[src/rtl/be_redirect_ctrl_if.sv]
// be_redirect_ctrl_if: branch resolution inputs and redirect/flush outputs of be_redirect_ctrl
interface be_redirect_ctrl_if #(
  parameter int word_size_p     = 32,
  parameter int rob_idx_width_p = 5
);
  logic [rob_idx_width_p:0] rob_head_tag_i;
  logic                     br0_v_i, br1_v_i;
  logic                     br0_mispredict_i, br1_mispredict_i;
  logic [rob_idx_width_p:0] br0_tag_i, br1_tag_i;
  logic [word_size_p-1:0]   br0_target_i, br1_target_i;
  logic                     be_fe_mispredict_o;
  logic [word_size_p-1:0]   be_fe_redirected_pc_o;
  logic                     flush_o;
  logic [rob_idx_width_p:0] flush_tag_o;
  modport master (
    output rob_head_tag_i, br0_v_i, br1_v_i, br0_mispredict_i, br1_mispredict_i,
           br0_tag_i, br1_tag_i, br0_target_i, br1_target_i,
    input  be_fe_mispredict_o, be_fe_redirected_pc_o, flush_o, flush_tag_o
  );
  modport slave (
    input  rob_head_tag_i, br0_v_i, br1_v_i, br0_mispredict_i, br1_mispredict_i,
           br0_tag_i, br1_tag_i, br0_target_i, br1_target_i,
    output be_fe_mispredict_o, be_fe_redirected_pc_o, flush_o, flush_tag_o
  );
endinterface

[src/rtl/be_redirect_ctrl.sv]
// be_redirect_ctrl: picks the oldest mispredict, pulses the fe redirect and holds a flush drain window.
// PJ_REDIRECT_PERF_EN adds saturating perf_redirects_o / perf_dropped_o counters.
module be_redirect_ctrl #(
  parameter int word_size_p     = 32,
  parameter int rob_idx_width_p = 5,
  parameter int drain_cycles_p  = 2
) (
  input  logic clk_i,
  input  logic reset_n_i,
  be_redirect_ctrl_if.slave bus
`ifdef PJ_REDIRECT_PERF_EN
  ,
  output logic [31:0] perf_redirects_o,
  output logic [31:0] perf_dropped_o
`endif
);
  localparam int tw = rob_idx_width_p + 1;
  localparam int cw = $clog2(drain_cycles_p + 1);
  localparam logic [1:0] idle_s     = 2'd0;
  localparam logic [1:0] redirect_s = 2'd1;
  localparam logic [1:0] drain_s    = 2'd2;
  logic [1:0]             state;
  logic [cw-1:0]          cnt;
  logic [tw-1:0]          tag_q;
  logic [word_size_p-1:0] tgt_q;
  logic                   c0, c1, sel1, cv, acc;
  logic [tw-1:0]          a0, a1, aq, ca, ctag;
  logic [word_size_p-1:0] ctgt;
  // ages are modular distances from the ROB head, so tag wrap needs no special case
  always_comb begin
    c0   = bus.br0_v_i && bus.br0_mispredict_i;
    c1   = bus.br1_v_i && bus.br1_mispredict_i;
    a0   = bus.br0_tag_i - bus.rob_head_tag_i;
    a1   = bus.br1_tag_i - bus.rob_head_tag_i;
    aq   = tag_q - bus.rob_head_tag_i;
    sel1 = c1 && (!c0 || a1 < a0);
    cv   = c0 || c1;
    ca   = sel1 ? a1 : a0;
    ctag = sel1 ? bus.br1_tag_i : bus.br0_tag_i;
    ctgt = sel1 ? bus.br1_target_i : bus.br0_target_i;
    acc  = cv && (state == idle_s || ca < aq);
  end
  always_ff @(posedge clk_i or negedge reset_n_i)
    if (!reset_n_i) begin
      state <= idle_s;
      cnt   <= '0;
      tag_q <= '0;
      tgt_q <= '0;
    end else begin
      state <= acc ? redirect_s :
               state == redirect_s ? drain_s :
               (state == drain_s && cnt != cw'(1)) ? drain_s : idle_s;
      cnt   <= state == redirect_s ? cw'(drain_cycles_p) :
               state == drain_s ? cnt - cw'(1) : cnt;
      if (acc) begin
        tag_q <= ctag;
        tgt_q <= ctgt;
      end
    end
  assign bus.be_fe_mispredict_o    = state == redirect_s;
  assign bus.be_fe_redirected_pc_o = tgt_q;
  assign bus.flush_o               = state != idle_s;
  assign bus.flush_tag_o           = tag_q;
`ifdef PJ_REDIRECT_PERF_EN
  logic [1:0]  drop_inc;
  logic [32:0] drop_sum;
  always_comb begin
    drop_inc = {1'b0, c0 && c1} + {1'b0, cv && !acc};
    drop_sum = {1'b0, perf_dropped_o} + 33'(drop_inc);
  end
  always_ff @(posedge clk_i or negedge reset_n_i)
    if (!reset_n_i) begin
      perf_redirects_o <= '0;
      perf_dropped_o   <= '0;
    end else begin
      if (state == redirect_s && perf_redirects_o != '1) perf_redirects_o <= perf_redirects_o + 32'd1;
      perf_dropped_o <= drop_sum[32] ? '1 : drop_sum[31:0];
    end
`endif
  a_distinct_tags: assert property (@(posedge clk_i) disable iff (!reset_n_i)
    !(c0 && c1 && bus.br0_tag_i == bus.br1_tag_i));
endmodule

[src/flat_wrapper.sv]
// flat-port wrapper written by rule: the top's interface ports become plain ports
module be_redirect_ctrl_flat 
#(
  parameter int word_size_p     = 32,
  parameter int rob_idx_width_p = 5,
  parameter int drain_cycles_p  = 2
)
  (clk_i, reset_n_i, bus_rob_head_tag_i, bus_br0_v_i, bus_br1_v_i, bus_br0_mispredict_i, bus_br1_mispredict_i, bus_br0_tag_i, bus_br1_tag_i, bus_br0_target_i, bus_br1_target_i, bus_be_fe_mispredict_o, bus_be_fe_redirected_pc_o, bus_flush_o, bus_flush_tag_o);
  be_redirect_ctrl_if #(.word_size_p(word_size_p), .rob_idx_width_p(rob_idx_width_p)) bus_i ();
  input  logic clk_i;
  input  logic reset_n_i;
  input wire logic [$bits(bus_i.rob_head_tag_i)-1:0] bus_rob_head_tag_i;
  input wire logic [$bits(bus_i.br0_v_i)-1:0] bus_br0_v_i;
  input wire logic [$bits(bus_i.br1_v_i)-1:0] bus_br1_v_i;
  input wire logic [$bits(bus_i.br0_mispredict_i)-1:0] bus_br0_mispredict_i;
  input wire logic [$bits(bus_i.br1_mispredict_i)-1:0] bus_br1_mispredict_i;
  input wire logic [$bits(bus_i.br0_tag_i)-1:0] bus_br0_tag_i;
  input wire logic [$bits(bus_i.br1_tag_i)-1:0] bus_br1_tag_i;
  input wire logic [$bits(bus_i.br0_target_i)-1:0] bus_br0_target_i;
  input wire logic [$bits(bus_i.br1_target_i)-1:0] bus_br1_target_i;
  output wire logic [$bits(bus_i.be_fe_mispredict_o)-1:0] bus_be_fe_mispredict_o;
  output wire logic [$bits(bus_i.be_fe_redirected_pc_o)-1:0] bus_be_fe_redirected_pc_o;
  output wire logic [$bits(bus_i.flush_o)-1:0] bus_flush_o;
  output wire logic [$bits(bus_i.flush_tag_o)-1:0] bus_flush_tag_o;
  assign bus_i.rob_head_tag_i = bus_rob_head_tag_i;
  assign bus_i.br0_v_i = bus_br0_v_i;
  assign bus_i.br1_v_i = bus_br1_v_i;
  assign bus_i.br0_mispredict_i = bus_br0_mispredict_i;
  assign bus_i.br1_mispredict_i = bus_br1_mispredict_i;
  assign bus_i.br0_tag_i = bus_br0_tag_i;
  assign bus_i.br1_tag_i = bus_br1_tag_i;
  assign bus_i.br0_target_i = bus_br0_target_i;
  assign bus_i.br1_target_i = bus_br1_target_i;
  assign bus_be_fe_mispredict_o = bus_i.be_fe_mispredict_o;
  assign bus_be_fe_redirected_pc_o = bus_i.be_fe_redirected_pc_o;
  assign bus_flush_o = bus_i.flush_o;
  assign bus_flush_tag_o = bus_i.flush_tag_o;
  be_redirect_ctrl #(.word_size_p(word_size_p), .rob_idx_width_p(rob_idx_width_p), .drain_cycles_p(drain_cycles_p)) u_core (.clk_i(clk_i), .reset_n_i(reset_n_i), .bus(bus_i));
endmodule
[config.mk]
export PLATFORM = sky130hd
export DESIGN_NAME = be_redirect_ctrl_flat
export DESIGN_NICKNAME = d
export VERILOG_FILES = /design/src/rtl/be_redirect_ctrl_if.sv /design/src/rtl/be_redirect_ctrl.sv /design/src/flat_wrapper.sv
export SDC_FILE = /design/constraint.sdc
export NUM_CORES = 1
export LEC_CHECK = 0
export CORE_MARGIN = 2
export CORE_UTILIZATION = 44
export CTS_CLUSTER_DIAMETER = 60
export DETAILED_ROUTE_END_ITERATION = 8
export PLACE_DENSITY = 0.94
export RECOVER_POWER = 25
export SYNTH_ARGS = -nofsm -noshare
export SYNTH_HDL_FRONTEND = slang
export SYNTH_SLANG_ARGS = --single-unit
[constraint.sdc]
create_clock -name clk_i -period 4.9 [get_ports clk_i]
set_input_delay 0.49 -clock clk_i [delete_from_list [all_inputs] [get_ports clk_i]]
set_output_delay 0.49 -clock clk_i [all_outputs]
set_load 0.05 [all_outputs]
==> results of run 1 <==
[metrics by stage]
stage / hold WS (ns) / area [sq um] / cells / setup WS [ns]
5_1_grt: 0.5389 / 5219 / 530 / -0.4970
3_5_place_dp: 0.4955 / 4770 / 507 / -0.9641
3_3_place_gp: 0.4907 / 4770 / 507 / -0.7929
2_1_floorplan: 0.1944 / 3186 / 262 / -0.4759
4_1_cts: 0.3548 / 5109 / 526 / -0.3648
6_report: 0.5138 / 5219 / 530 / -0.3084
[area by class of cell]
type / instances / area (sq um)
inverter: 20 / 78.83
fill: 436 / 1650
sequential: 42 / 1051
clock buffer: 5 / 68.82
clock inverter: 3 / 68.82
timing repair buffer: 173 / 1690
tap: 96 / 120.1
multi-input combinational: 191 / 2141
[logic make-up after synthesis]
family / share of synthesized area [%]
multiplexers: 32.22
flip-flops: 33.45
AO/OA/AOI/OAI: 8.801
adder cells (fa/ha/maj): 13.46
buffers and inverters: 4.500
AND/OR/NAND/NOR: 4.222
XOR/XNOR: 3.345
[path summary, 6_finish.rpt]
path,startpoint,endpoint,cells past startpoint
max,bus_br0_tag_i[3],u_core.bus.be_fe_redirected_pc_o[7]$_DFFE_PN0P_,23
min,u_core.bus.be_fe_redirected_pc_o[30]$_DFFE_PN0P_,u_core.bus.be_fe_redirected_pc_o[30]$_DFFE_PN0P_,1
max reg2reg,u_core.bus.flush_tag_o[0]$_DFFE_PN0P_,u_core.bus.be_fe_redirected_pc_o[7]$_DFFE_PN0P_,16
min reg2reg,u_core.bus.be_fe_redirected_pc_o[30]$_DFFE_PN0P_,u_core.bus.be_fe_redirected_pc_o[30]$_DFFE_PN0P_,1
max in group asynchronous,reset_n_i,u_core.bus.be_fe_redirected_pc_o[2]$_DFFE_PN0P_,1
min in group asynchronous,reset_n_i,u_core.bus.be_fe_redirected_pc_o[16]$_DFFE_PN0P_,1
[synthesized netlist by cell type, drive strengths merged]
| master | instances | share of area (%) |
|---|---|---|
| o31a | 2 | 0.56 |
| o21ai | 11 | 1.8 |
| mux2i | 4 | 1.3 |
| nor2 | 6 | 0.72 |
| mux2 | 74 | 31 |
| clkbuf | 3 | 0.36 |
| a221o | 1 | 0.32 |
| and2 | 2 | 0.40 |
| buf | 6 | 1.8 |
| ha | 29 | 12 |
| nand2 | 10 | 1.2 |
| o22ai | 1 | 0.40 |
| a21oi | 11 | 1.9 |
| inv | 20 | 2.4 |
| dfrtp | 42 | 33 |
| fa | 3 | 1.9 |
| o21a | 3 | 0.72 |
| xor2 | 5 | 1.4 |
| or3 | 1 | 0.20 |
| or4 | 1 | 0.24 |
| nand2b | 2 | 0.40 |
| nor3 | 3 | 0.48 |
| nor2b | 3 | 0.60 |
| a21o | 8 | 1.9 |
| xnor2 | 7 | 2.0 |
| a31o | 1 | 0.28 |
| a211oi | 1 | 0.24 |
| a221oi | 2 | 0.76 |
[power by group]
group          switching (uW)  internal (uW)  total [uW]
registers                 121            531         652
logic                    1260           1200        2460
clock network             126            204         330
total                    1500           1940        3440
[layer usage]
| layer | vias to the layer above | GRT usage, % | routed length (um) | part of all wire, % |
|---|---|---|---|---|
| met5 | - | 0 | 0 | 0 |
| met4 | 0 | 3.994 | 126 | 1.3 |
| met3 | 14 | 4.011 | 623 | 6.6 |
| met2 | 110 | 43.47 | 5066 | 53 |
| met1 | 1299 | 26.84 | 3672 | 39 |
| li1 | 1276 | - | - | - |
[sequential cells by signal (all words and copies together) (netlist names)]
name                              cells
u_core.bus.be_fe_redirected_pc_o     32
u_core.bus.flush_tag_o                6
u_core.cnt                            2
u_core.state                          2
[cell usage in the layout, fill, tap and decap left out, types with 4 or more instances in the layout]
cell type	Yosys	routed
xor2_1	5	4
buf_4	0	36
a21oi_1	10	7
a21o_1	8	8
xnor2_1	7	6
nor2_1	6	5
ha_4	0	7
clkbuf_8	0	5
ha_1	29	22
dfrtp_1	42	42
a21oi_2	1	4
mux2_4	37	37
clkdlybuf4s50_1	0	117
buf_6	4	5
mux2_2	37	37
o21ai_0	6	6
inv_1	20	16
nand2_1	10	9
mux2i_1	4	4
[critical path, delay by kind of cell]
family | cells | cell delay (ns)
AO/OA/AOI/OAI | 9 | 1.66
XOR/XNOR | 1 | 0.20
adder cells (fa/ha/maj) | 3 | 0.79
buffers and inverters | 5 | 1.07
multiplexers | 2 | 0.55
AND/OR/NAND/NOR | 3 | 0.62
[repair_timing]
action,in CTS,in global routing
cloned,2,1
endpoints found under the setup margin,40,40
setup buffers,9,7
pin swaps,16,21
hold buffers,0,0
resized for setup,44,19
==> impl_results.md, run 1 <==
* Clock Skew at 0.01107 ns
* Max Freq at 0.1920 GHz
* Transition at the pin with the smallest max-transition slack at 2.184 ns
* Initial core utilization at 45.74%
* Number of CTS-inserted buffers at 5
* Final routed wirelength across all metal layers at 9489 um
* IO Count at 128
* Total power at 3439 uW
* Maximum level of the CTS H-tree at 2
* Site row count at 30
* DR vias at 2699
* Final Hold Viols at 0
* Number of unique standard cell types used by synthesis at 33
* Post-synthesis instance total at 262
* Maximum clock insertion buffer count at 2
* Vertical die dimension at 88.50 um
* Power density over cell area at 659.0 nW/um^2
* RSZ-0062 raised after global routing: yes
* Failing checks: max-capacitance violations, max-slew violations, negative setup slack
* Detailed placer's ending HPWL at 6879 um
* Width of the die at 88.50 um
* Layout Area Growth over Synthesis at 66.11%
* Number of port buffers at 127
* Share of synthesized area occupied by flip-flops and latches at 33.45%
* Final worst path period need at 5.208 ns
* Crit path capture type: flip-flop
* First-pass iteration count of the detailed router at 5
* Count of routing violations after the opening detailed-route iteration at 56
* Leakage power of the design at 0.002326 uW
* Setup slack of the most critical reg-to-reg path at 1.17 ns
* Share of the cycle needed by the critical path after routing at 106.3%
* Type of the worst setup path: in -> reg
* Worst Path Max Fanout at 9
* Final RePlAce weighted congestion at 0.8447
* Result of the run: finished, violations left
* Sum of negative setup slack at -10.48 ns
* Clock tree from TritonCTS: built
* Remaining design rule violation count at 0
* Layout cells sized above 1 at 38.02%
* Max-slew headroom at -45.59%
* Post-layout worst setup margin at -0.3084 ns
* Vias/cell at 5.092
* Wire length of the first global-routing pass at 13560 um
* Clk sink count at 42
* Worst voltage drop across the vdd grid at 0.0004633 V
* Max-cap viol count at 1
* CP required at 5.08 ns
* Ant. Diodes at 0
* Final setup violation count at 40
* Overall die area at 7832 sq um
* Delay of the slowest cell on the worst path at 0.46 ns
* Root Buffer: clkbuf_8
* Worst setup SP type: input pin
* Clock insertion delay at the later pin of the skew report at 0.30 ns
* Clock slew seen by the registers of the worst setup and hold paths at 0.08 ns
* Cell with the largest stage delay on the worst path: clkdlybuf4s50_1
* Mapped cell area at 3142 sq um
* Number of nets produced by synthesis at 382
* Signal arrival time at the worst endpoint at 5.39 ns
* Overflow after GRT at 0
* Total global routing track utilization at 22.76%
* Avg Inst Size Synth at 11.99 sq um
* Final Core Density at 75.97%
* Number of synthesized register bits at 42
* List of cells traversed by the critical path: clkdlybuf4s50_1 -> ha_1 -> o21a_1 -> o31a_1 -> mux2i_1 -> nand2_1 -> xor2_2 -> ha_4 -> a21oi_2 -> o21ai_2 -> a221oi_4 -> buf_4 -> buf_6 -> o21ai_1 -> ha_1 -> a21oi_2 -> nor2_1 -> a221o_1 -> or4_4 -> o22ai_4 -> buf_12 -> buf_12 -> mux2_4
* Count of pins over their slew limit at 43
* Core area at 6869 sq um
* Number of antenna violations at the first check in global routing at 0
* Largest net degree at the start of global routing at 43
* Vias in the first global route at 2810
* Ys Warns at 0
* Final Net Count at 553
* Hold WC Path Type: reg -> reg
* WL per Instance at 17.90 um
* Count of antenna-violating nets left after detailed routing at 0
No activity file was read; power rests on OpenSTA's default activity.
==> run 2: changes to the inputs <==
CAP_MARGIN = 20   (was unset)
==> results of run 2 <==
Same layout as run 1: the final DEF is identical, and so are final timing and power.
